$ cat src/rtl/alu_muldiv_seq_if.sv
// Request/response bundle between the execute stage and the mul/div sequencer.
// The stage is the master; the sequencer is the slave.
interface alu_muldiv_seq_if #(
  parameter int XLEN = 32
);
  logic            start;
  logic [1:0]      op;
  logic [XLEN-1:0] a;
  logic [XLEN-1:0] b;
  logic            busy;
  logic            done;
  logic [XLEN-1:0] result;

  modport master (
    output start, op, a, b,
    input  busy, done, result
  );

  modport slave (
    input  start, op, a, b,
    output busy, done, result
  );
endinterface

$ cat src/rtl/alu_muldiv_seq.sv
// Unsigned RV32M mul/div sequencer borrowing the shared ALU's ADD/SUB
// one iteration per cycle; shift, carry and compare are done locally.
module alu_muldiv_seq #(
  parameter int XLEN = 32,
  parameter int ITER = 32
) (
  input  logic            clk,
  input  logic            rst_n,
  alu_muldiv_seq_if.slave mdu,
  output logic [XLEN-1:0] alu_a,
  output logic [XLEN-1:0] alu_b,
  output logic [3:0]      alu_op,
  input  logic [XLEN-1:0] alu_res
);

  localparam int CW = $clog2(ITER);
  localparam logic [3:0] ALU_ADD = 4'b0000;
  localparam logic [3:0] ALU_SUB = 4'b1000;

  typedef enum logic [1:0] {
    IDLE,
    RUN,
    DONE
  } state_t;

  state_t          state, state_n;
  logic [1:0]      op_q, op_n;
  logic [XLEN-1:0] hi, hi_n;
  logic [XLEN-1:0] lo, lo_n;
  logic [XLEN-1:0] mc, mc_n;
  logic [XLEN-1:0] res, res_n;
  logic [CW-1:0]   cnt, cnt_n;
  logic [XLEN:0]   sh;
  logic            carry;
  logic            ge;
  logic            div0;
  logic            last;

  assign div0 = mdu.op[1] && (mdu.b == '0);
  assign last = (cnt == CW'(ITER - 1));

  assign mdu.busy   = (state == RUN);
  assign mdu.done   = (state == DONE);
  assign mdu.result = res;

  always_ff @(posedge clk or negedge rst_n) begin
    if (!rst_n) state <= IDLE;
    else        state <= state_n;
  end

  always_ff @(posedge clk or negedge rst_n) begin
    if (!rst_n) begin
      op_q <= '0;
      hi   <= '0;
      lo   <= '0;
      mc   <= '0;
      res  <= '0;
      cnt  <= '0;
    end else begin
      op_q <= op_n;
      hi   <= hi_n;
      lo   <= lo_n;
      mc   <= mc_n;
      res  <= res_n;
      cnt  <= cnt_n;
    end
  end

  // hi/lo/mc hold {hi,lo,mcand} for multiply and {rem,quo,dvsr} for divide
  always_comb begin
    state_n = state;
    op_n    = op_q;
    hi_n    = hi;
    lo_n    = lo;
    mc_n    = mc;
    res_n   = res;
    cnt_n   = cnt;
    alu_a   = '0;
    alu_b   = '0;
    alu_op  = ALU_ADD;
    sh      = '0;
    carry   = 1'b0;
    ge      = 1'b0;
    unique case (1'b1)
      (state == RUN): begin
        cnt_n = cnt + 1'b1;
        if (op_q[1]) begin
          sh     = {hi, lo[XLEN-1]};
          alu_op = ALU_SUB;
          alu_a  = sh[XLEN-1:0];
          alu_b  = mc;
          ge     = sh[XLEN] | (sh[XLEN-1:0] >= mc);
          hi_n   = ge ? alu_res : sh[XLEN-1:0];
          lo_n   = {lo[XLEN-2:0], ge};
        end else begin
          alu_a = hi;
          alu_b = lo[0] ? mc : '0;
          carry = (alu_res < hi);
          hi_n  = {carry, alu_res[XLEN-1:1]};
          lo_n  = {alu_res[0], lo[XLEN-1:1]};
        end
        if (last) begin
          state_n = DONE;
          res_n   = op_q[0] ? hi_n : lo_n;
        end
      end
      default: begin
        state_n = IDLE;
        if (mdu.start) begin
          op_n = mdu.op;
          if (div0) begin
            state_n = DONE;
            res_n   = mdu.op[0] ? mdu.a : '1;
          end else begin
            state_n = RUN;
            cnt_n   = '0;
            hi_n    = '0;
            mc_n    = mdu.op[1] ? mdu.b : mdu.a;
            lo_n    = mdu.op[1] ? mdu.a : mdu.b;
          end
        end
      end
    endcase
  end

endmodule

$ cat src/flat_wrapper.sv
// flat-port wrapper written by rule: the top's interface ports become plain ports
module alu_muldiv_seq_flat 
#(
  parameter int XLEN = 32,
  parameter int ITER = 32
)
  (clk, rst_n, alu_a, alu_b, alu_op, alu_res, mdu_start, mdu_op, mdu_a, mdu_b, mdu_busy, mdu_done, mdu_result);
  alu_muldiv_seq_if #(.XLEN(XLEN)) mdu_i ();
  input  logic clk;
  input  logic rst_n;
  output logic [XLEN-1:0] alu_a;
  output logic [XLEN-1:0] alu_b;
  output logic [3:0] alu_op;
  input  logic [XLEN-1:0] alu_res;
  input wire logic [$bits(mdu_i.start)-1:0] mdu_start;
  input wire logic [$bits(mdu_i.op)-1:0] mdu_op;
  input wire logic [$bits(mdu_i.a)-1:0] mdu_a;
  input wire logic [$bits(mdu_i.b)-1:0] mdu_b;
  output wire logic [$bits(mdu_i.busy)-1:0] mdu_busy;
  output wire logic [$bits(mdu_i.done)-1:0] mdu_done;
  output wire logic [$bits(mdu_i.result)-1:0] mdu_result;
  assign mdu_i.start = mdu_start;
  assign mdu_i.op = mdu_op;
  assign mdu_i.a = mdu_a;
  assign mdu_i.b = mdu_b;
  assign mdu_busy = mdu_i.busy;
  assign mdu_done = mdu_i.done;
  assign mdu_result = mdu_i.result;
  alu_muldiv_seq #(.XLEN(XLEN), .ITER(ITER)) u_core (.clk(clk), .rst_n(rst_n), .mdu(mdu_i), .alu_a(alu_a), .alu_b(alu_b), .alu_op(alu_op), .alu_res(alu_res));
endmodule
$ cat config.mk
export PLATFORM = sky130hd
export DESIGN_NAME = alu_muldiv_seq_flat
export DESIGN_NICKNAME = d
export VERILOG_FILES = /design/src/rtl/alu_muldiv_seq_if.sv /design/src/rtl/alu_muldiv_seq.sv /design/src/flat_wrapper.sv
export SDC_FILE = /design/constraint.sdc
export NUM_CORES = 1
export LEC_CHECK = 0
export ABC_AREA = 1
export ABC_CLOCK_PERIOD_IN_PS = 1920
export BUFFER_PORTS_ARGS = -buffer_cell sky130_fd_sc_hd__buf_4
export CORE_AREA = 5 5 248 154
export DETAILED_ROUTE_END_ITERATION = 7
export DIE_AREA = 0 0 253 159
export PLACE_DENSITY_LB_ADDON = 0.1
export SLEW_MARGIN = 0
export SYNTH_ARGS = -nofsm -noshare
export SYNTH_HDL_FRONTEND = slang
export SYNTH_SLANG_ARGS = --single-unit
export TNS_END_PERCENT = 30
$ cat constraint.sdc
create_clock -name clk -period 1.92 [get_ports clk]
set_input_delay 0.192 -clock clk [delete_from_list [all_inputs] [get_ports clk]]
set_output_delay 0.192 -clock clk [all_outputs]
set_load 0.01 [all_outputs]
# After elaboration in Yosys (flattened, before gate mapping)
# Cells that the tools add are included.
# op_classes
n_addsub	1
order_cmp	2
n_eq_ne	5
n_mux	31
bitwise	3
n_reduce_logical	8
# op_table
op	count
32-bit two-way mux	22
32-bit greater-or-equal comparator	1
32-bit zero test	1
32-bit less-than comparator	1
5-bit two-way mux	3
2-bit two-way mux	4
4-bit two-way mux	2
3-bit AND reduction	2
5-bit by 1-bit adder with 5-bit output (second input constant)	1
5-bit equality test (second input constant)	1
2-bit AND reduction	2
2-bit nonzero test	2
2-bit by 1-bit equality test with 1-bit output (second input constant)	1
2-bit equality test (second input constant)	1
2-bit by 1-bit != test with 1-bit output (second input constant)	1
2-bit != test (second input constant)	1
1-bit NOT	2
1-bit logical AND	1
1-bit OR	1
# totals
ff_bits	137
input_bits	101
word_cells	57

# Longest topological paths before layout
# depth
ltp_word	7
mapped_depth	19

# Least setup slack after synthesis
# Ideal clock, no wire load.
# synth_path
kind	register to register
from	register u_core.mc[31]
to	register u_core.res[6], in the netlist u_core.mdu.result[6]
setup_ns	0.122
arrival_ns	1.774
required_ns	1.798
slack_ns	0.025
path_stages_with_launch	13
cell_sequence	dfrtp_1 inv_1 ha_1 a211o_1 inv_1 nand2_1 nor2_4 buf_4 nand3_1 nand3_1 nand3_1 nand2_1 a21oi_2
# synth_via
elab_chain_cells	7
# synth_lines
item	line	rtl
from (decl)	alu_muldiv_seq.sv:30	logic [XLEN-1:0] mc, mc_n;
from (signal assigned)	alu_muldiv_seq.sv:63	mc <= mc_n;
32-bit greater-or-equal comparator	alu_muldiv_seq.sv:92	ge = sh[XLEN] | (sh[XLEN-1:0] >= mc);
1-bit OR	alu_muldiv_seq.sv:92	
32-bit two-way mux	alu_muldiv_seq.sv:93	hi_n = ge ? alu_res : sh[XLEN-1:0];
32-bit two-way mux	alu_muldiv_seq.sv:87	if (op_q[1]) begin
32-bit two-way mux	alu_muldiv_seq.sv:104	res_n = op_q[0] ? hi_n : lo_n;
32-bit two-way mux	alu_muldiv_seq.sv:102	if (last) begin
32-bit two-way mux	alu_muldiv_seq.sv:84	unique case (1'b1)
to (signal assigned)	alu_muldiv_seq.sv:64	res <= res_n;
to (decl)	alu_muldiv_seq.sv:31	logic [XLEN-1:0] res, res_n;
# Every way passes these cells. The select of a mux whose other input is x is not followed.
# A chain may end at the register's enable or synchronous reset.

# Worst setup path after layout
# layout_path
from	register u_core.hi[30]
to	register u_core.res[16], in the netlist u_core.mdu.result[16]
# layout_via
elab_chain_cells	7
# layout_lines
item	line	rtl
from (decl)	alu_muldiv_seq.sv:28	logic [XLEN-1:0] hi, hi_n;
from (signal assigned)	alu_muldiv_seq.sv:61	hi <= hi_n;
32-bit greater-or-equal comparator	alu_muldiv_seq.sv:92	
1-bit OR	alu_muldiv_seq.sv:92	
32-bit two-way mux	alu_muldiv_seq.sv:93	
32-bit two-way mux	alu_muldiv_seq.sv:87	
32-bit two-way mux	alu_muldiv_seq.sv:104	
32-bit two-way mux	alu_muldiv_seq.sv:102	
32-bit two-way mux	alu_muldiv_seq.sv:84	
# Every way passes these cells. The select of a mux whose other input is x is not followed.

==> flow_metrics.env <==
export IMPL_holdWs_ns=0.0384
export IMPL_cts_made_buffers=17
export IMPL_fp_row_count=54
export IMPL_htreeDepth=4
export IMPL_hold_start="mdu_a[26]"
export IMPL_met2RoutedLength_um=18400
export IMPL_worstHoldEndpoint="u_core.mc[26]"
export IMPL_clk_latency_ns=0.45
export IMPL_relSlewSlack_pct=56.5
export IMPL_fin_skew_ns=0.0120
export IMPL_syn_avg_cell_area_um2=6.79
export IMPL_ant_nets=0
export IMPL_io_pins=203
export IMPL_n_fill_cell=3723
export IMPL_antenna_found_initial=1
export IMPL_dr_total_vias=11800
export IMPL_netlist_area_um2=10500
export IMPL_worstMarginPinSlew_ns=0.652
export IMPL_timing_final_max_slew_violations=0
export IMPL_synth_edff_count=0
export IMPL_cts_root_buf="clkbuf_16"
export IMPL_wire_per_inst_um=20.6
export IMPL_cp_end_kind="flip-flop"
export IMPL_place_hpwl_um=36700
export IMPL_drc=0
export IMPL_area_growth_pct=46.8
export IMPL_ys_seq_area_share_pct=32.6
export IMPL_cts_num_sinks=137
export IMPL_pwr_density_cell_nw_per_um2=1890
export IMPL_die_w_um=253
export IMPL_multi_input_area_um2=6810
export IMPL_top_layer_used="met4"
export IMPL_cts_tree="done"
export IMPL_met3RoutedLength_um=3430
export IMPL_final_nets=2030
export IMPL_rsz0062_at_grt="true"
export IMPL_ir_worst_vdd_uv=882
export IMPL_worst_ep_arrival_time_ns=2.67
export IMPL_yosys_warnings=0
export IMPL_async_reset_ff_share_pct=100
export IMPL_crit_fanout=8
export IMPL_setup_ws_ns=-0.407
export IMPL_clockBufferDepth=2
export IMPL_synthFlopType="dfrtp_1"
export IMPL_holdPathStages=3
export IMPL_violations="setup timing"
export IMPL_synth_cells=1548
export IMPL_grt_pass1_wl_um=71800
export IMPL_pre_cts_ws_ns=-0.689
export IMPL_fp_dieH_um=159
export IMPL_final_layout_size_suffix_gt1_share_pct=34.8
export IMPL_hold_viol_final=0
export IMPL_criticalPathCategory="flip-flop to flip-flop"
export IMPL_io_buffers=199
export IMPL_core_um2=35700
export IMPL_dieArea_um2=40200
export IMPL_fin_crit_ns=2.33
export IMPL_leakage_uw=0.00766
export IMPL_finalSetupViolations=97
export IMPL_grt_use_total_pct=23.2
export IMPL_reg2reg_from="u_core.hi[30]"
export IMPL_gp_congestion=0.917
export IMPL_hold_path_class="primary input to flip-flop"
export IMPL_clk_pin_slew_ns=0.07
export IMPL_met1Wirelength_um=25900
export IMPL_ys_ff_latch=137
export IMPL_drtIter0Drc=1237
export IMPL_period_share_pct=121
export IMPL_cap_violations=0
export IMPL_drtPass1Iterations=6
export IMPL_r2r_slack_ns=-0.41
export IMPL_grt_max_degree=69
export IMPL_synth_cell_types=36
export IMPL_overflow=0
export IMPL_grt_pass1_vias=11100
export IMPL_worstPathRequired_ns=2.26
export IMPL_start_util_pct=29.5
export IMPL_crit_path_start_kind="flip-flop"
export IMPL_worst_r2r_path_depth=15
export IMPL_regArea_um2=3430
export IMPL_routed_wl_um=48400
export IMPL_reg2reg_to="u_core.mdu.result[16]"
export IMPL_fmax_mhz=430
export IMPL_via_per_inst=5.03
export IMPL_status="complete, but fails checks"
## placed cells by master (no fill, tap or decap), types with 9 or more instances in the layout
cell type	instances
buf_4	366
nor3_2	17
a21oi_1	56
nand3_2	42
clkbuf_16	17
inv_1	176
buf_6	11
inv_2	14
nand3_4	20
buf_12	18
nand2_2	48
a21oi_2	47
nor3_1	18
nand2_1	380
o21ai_0	97
o21ai_1	75
ha_4	9
nand3_1	43
o21a_1	29
o211ai_1	59
dfrtp_1	135
nor2_1	74
ha_1	56
## synthesized netlist by cell type (2+ instances only)
library cell / count / area share [%]
clkbuf_1: 49 / 1.7
buf_4: 7 / 0.50
a21oi_1: 74 / 3.5
nand2_1: 434 / 15
buf_6: 9 / 0.96
o21a_1: 29 / 2.1
a21o_1: 2 / 0.14
nand4_1: 6 / 0.36
nor4_1: 7 / 0.42
ha_1: 65 / 7.7
o21ai_0: 128 / 6.1
o22ai_1: 2 / 0.12
nand3_1: 104 / 5.0
inv_1: 187 / 6.7
nor2_2: 2 / 0.12
o221ai_1: 2 / 0.17
buf_2: 27 / 1.3
nor2_1: 76 / 2.7
o21ai_1: 51 / 2.4
o211ai_1: 59 / 4.2
a21oi_2: 30 / 2.5
inv_2: 4 / 0.14
nor3_1: 34 / 1.6
dfrtp_1: 137 / 33
buf_1: 12 / 0.43
## metal layers
layer | global-route usage, % | vias up
met5 | 0 | -
met4 | 5.15 | 0
met3 | 4.34 | 42
met2 | 29.6 | 415
met1 | 39.1 | 5666
li1 | - | 5722
## timing repair
| item | CTS | global route |
|---|---|---|
| endpoints found under the hold margin | 39 | 0 |
| endpoints found under the setup margin | 129 | 130 |
| setup buffers | 15 | 2 |
| pin swaps | 37 | 38 |
| resized for setup | 161 | 98 |
| hold buffers | 1 | 0 |
## where the power goes
part           internal [uW]  switching, uW  leakage (uW)
logic                   8850          11500       0.00574
registers               4260           1090       0.00164
clock network           1910           1490      0.000275
total                  15000          14100       0.00766
## critical path: stages, from the launching register on
cell and delay (ns):
dfrtp_1 0.42, ha_4 0.30, nand2_4 0.05, nor2_2 0.09
nand4_1 0.10, buf_6 0.15, nor3b_4 0.24, nand2_4 0.12
nand2_8 0.10, buf_6 0.13, buf_12 0.13, nand2_2 0.07
nand3_4 0.08, nand3_4 0.10, nand2_2 0.08, a21oi_2 0.04
## stage by stage
| step | TNS (ns) | total power, uW | cells | utilization (%) | instance area, um2 |
|---|---|---|---|---|---|
| final | -26.24 | 29100 | 2353 | 43.3 | 15400 |
| after global routing | -39.59 | 31200 | 2353 | 43.3 | 15400 |
| after CTS | -25.57 | 27800 | 2350 | 42.0 | 15000 |
| after detailed placement | -37.06 | 22300 | 2303 | 38.2 | 13600 |
| after global placement | -37.12 | 22200 | 2303 | 38.2 | 13600 |
| after floorplan | 0 | 14200 | 1550 | - | 10500 |
## logic make-up (layout without fill, tap and decap cells)
family | count (synthesis) | count (layout) | synth area share, %
DFF | 137 | 137 | 32.6
buffers and inverters | 295 | 621 | 11.7
and+or+nand+nor | 669 | 669 | 26.2
other | 1 | 4 | 0.0357
adders and majority gates | 65 | 65 | 7.73
AOI/OAI and AO/OA | 381 | 381 | 21.6
## flip-flops by register name (all words and copies together), names as in the netlist
signal	flops
u_core.hi	32
u_core.lo	32
u_core.mc	32
u_core.mdu.result	32
u_core.cnt	5
u_core.op_q	2
u_core.state	2
## area by class of cell
type                            count  share of cell area [%]
Clock buffer                       17                    2.76
Clock inverter                     14                   0.973
Antenna cell                        1                  0.0162
Inverter                          191                    4.66
Multi-Input combinational cell   1118                    44.1
Sequential cell                   137                    22.2
Tap cell                          476                    3.86
Timing Repair Buffer              399                    21.4
## how the worst max path moves through the flow
stage                  startpoint               endpoint  slack [ns]  cells after the start
global placement    u_core.hi[30]   u_core.mdu.result[8]       -0.72                     13
detailed placement  u_core.hi[30]   u_core.mdu.result[8]       -0.69                     13
floorplan           u_core.mc[31]   u_core.mdu.result[6]        0.02                     12
CTS                 u_core.hi[28]  u_core.mdu.result[17]       -0.39                     15
global route        u_core.hi[30]   u_core.mdu.result[7]       -0.56                     15
finish              u_core.hi[30]  u_core.mdu.result[16]       -0.41                     15
Power figures use the tool's default switching activity.
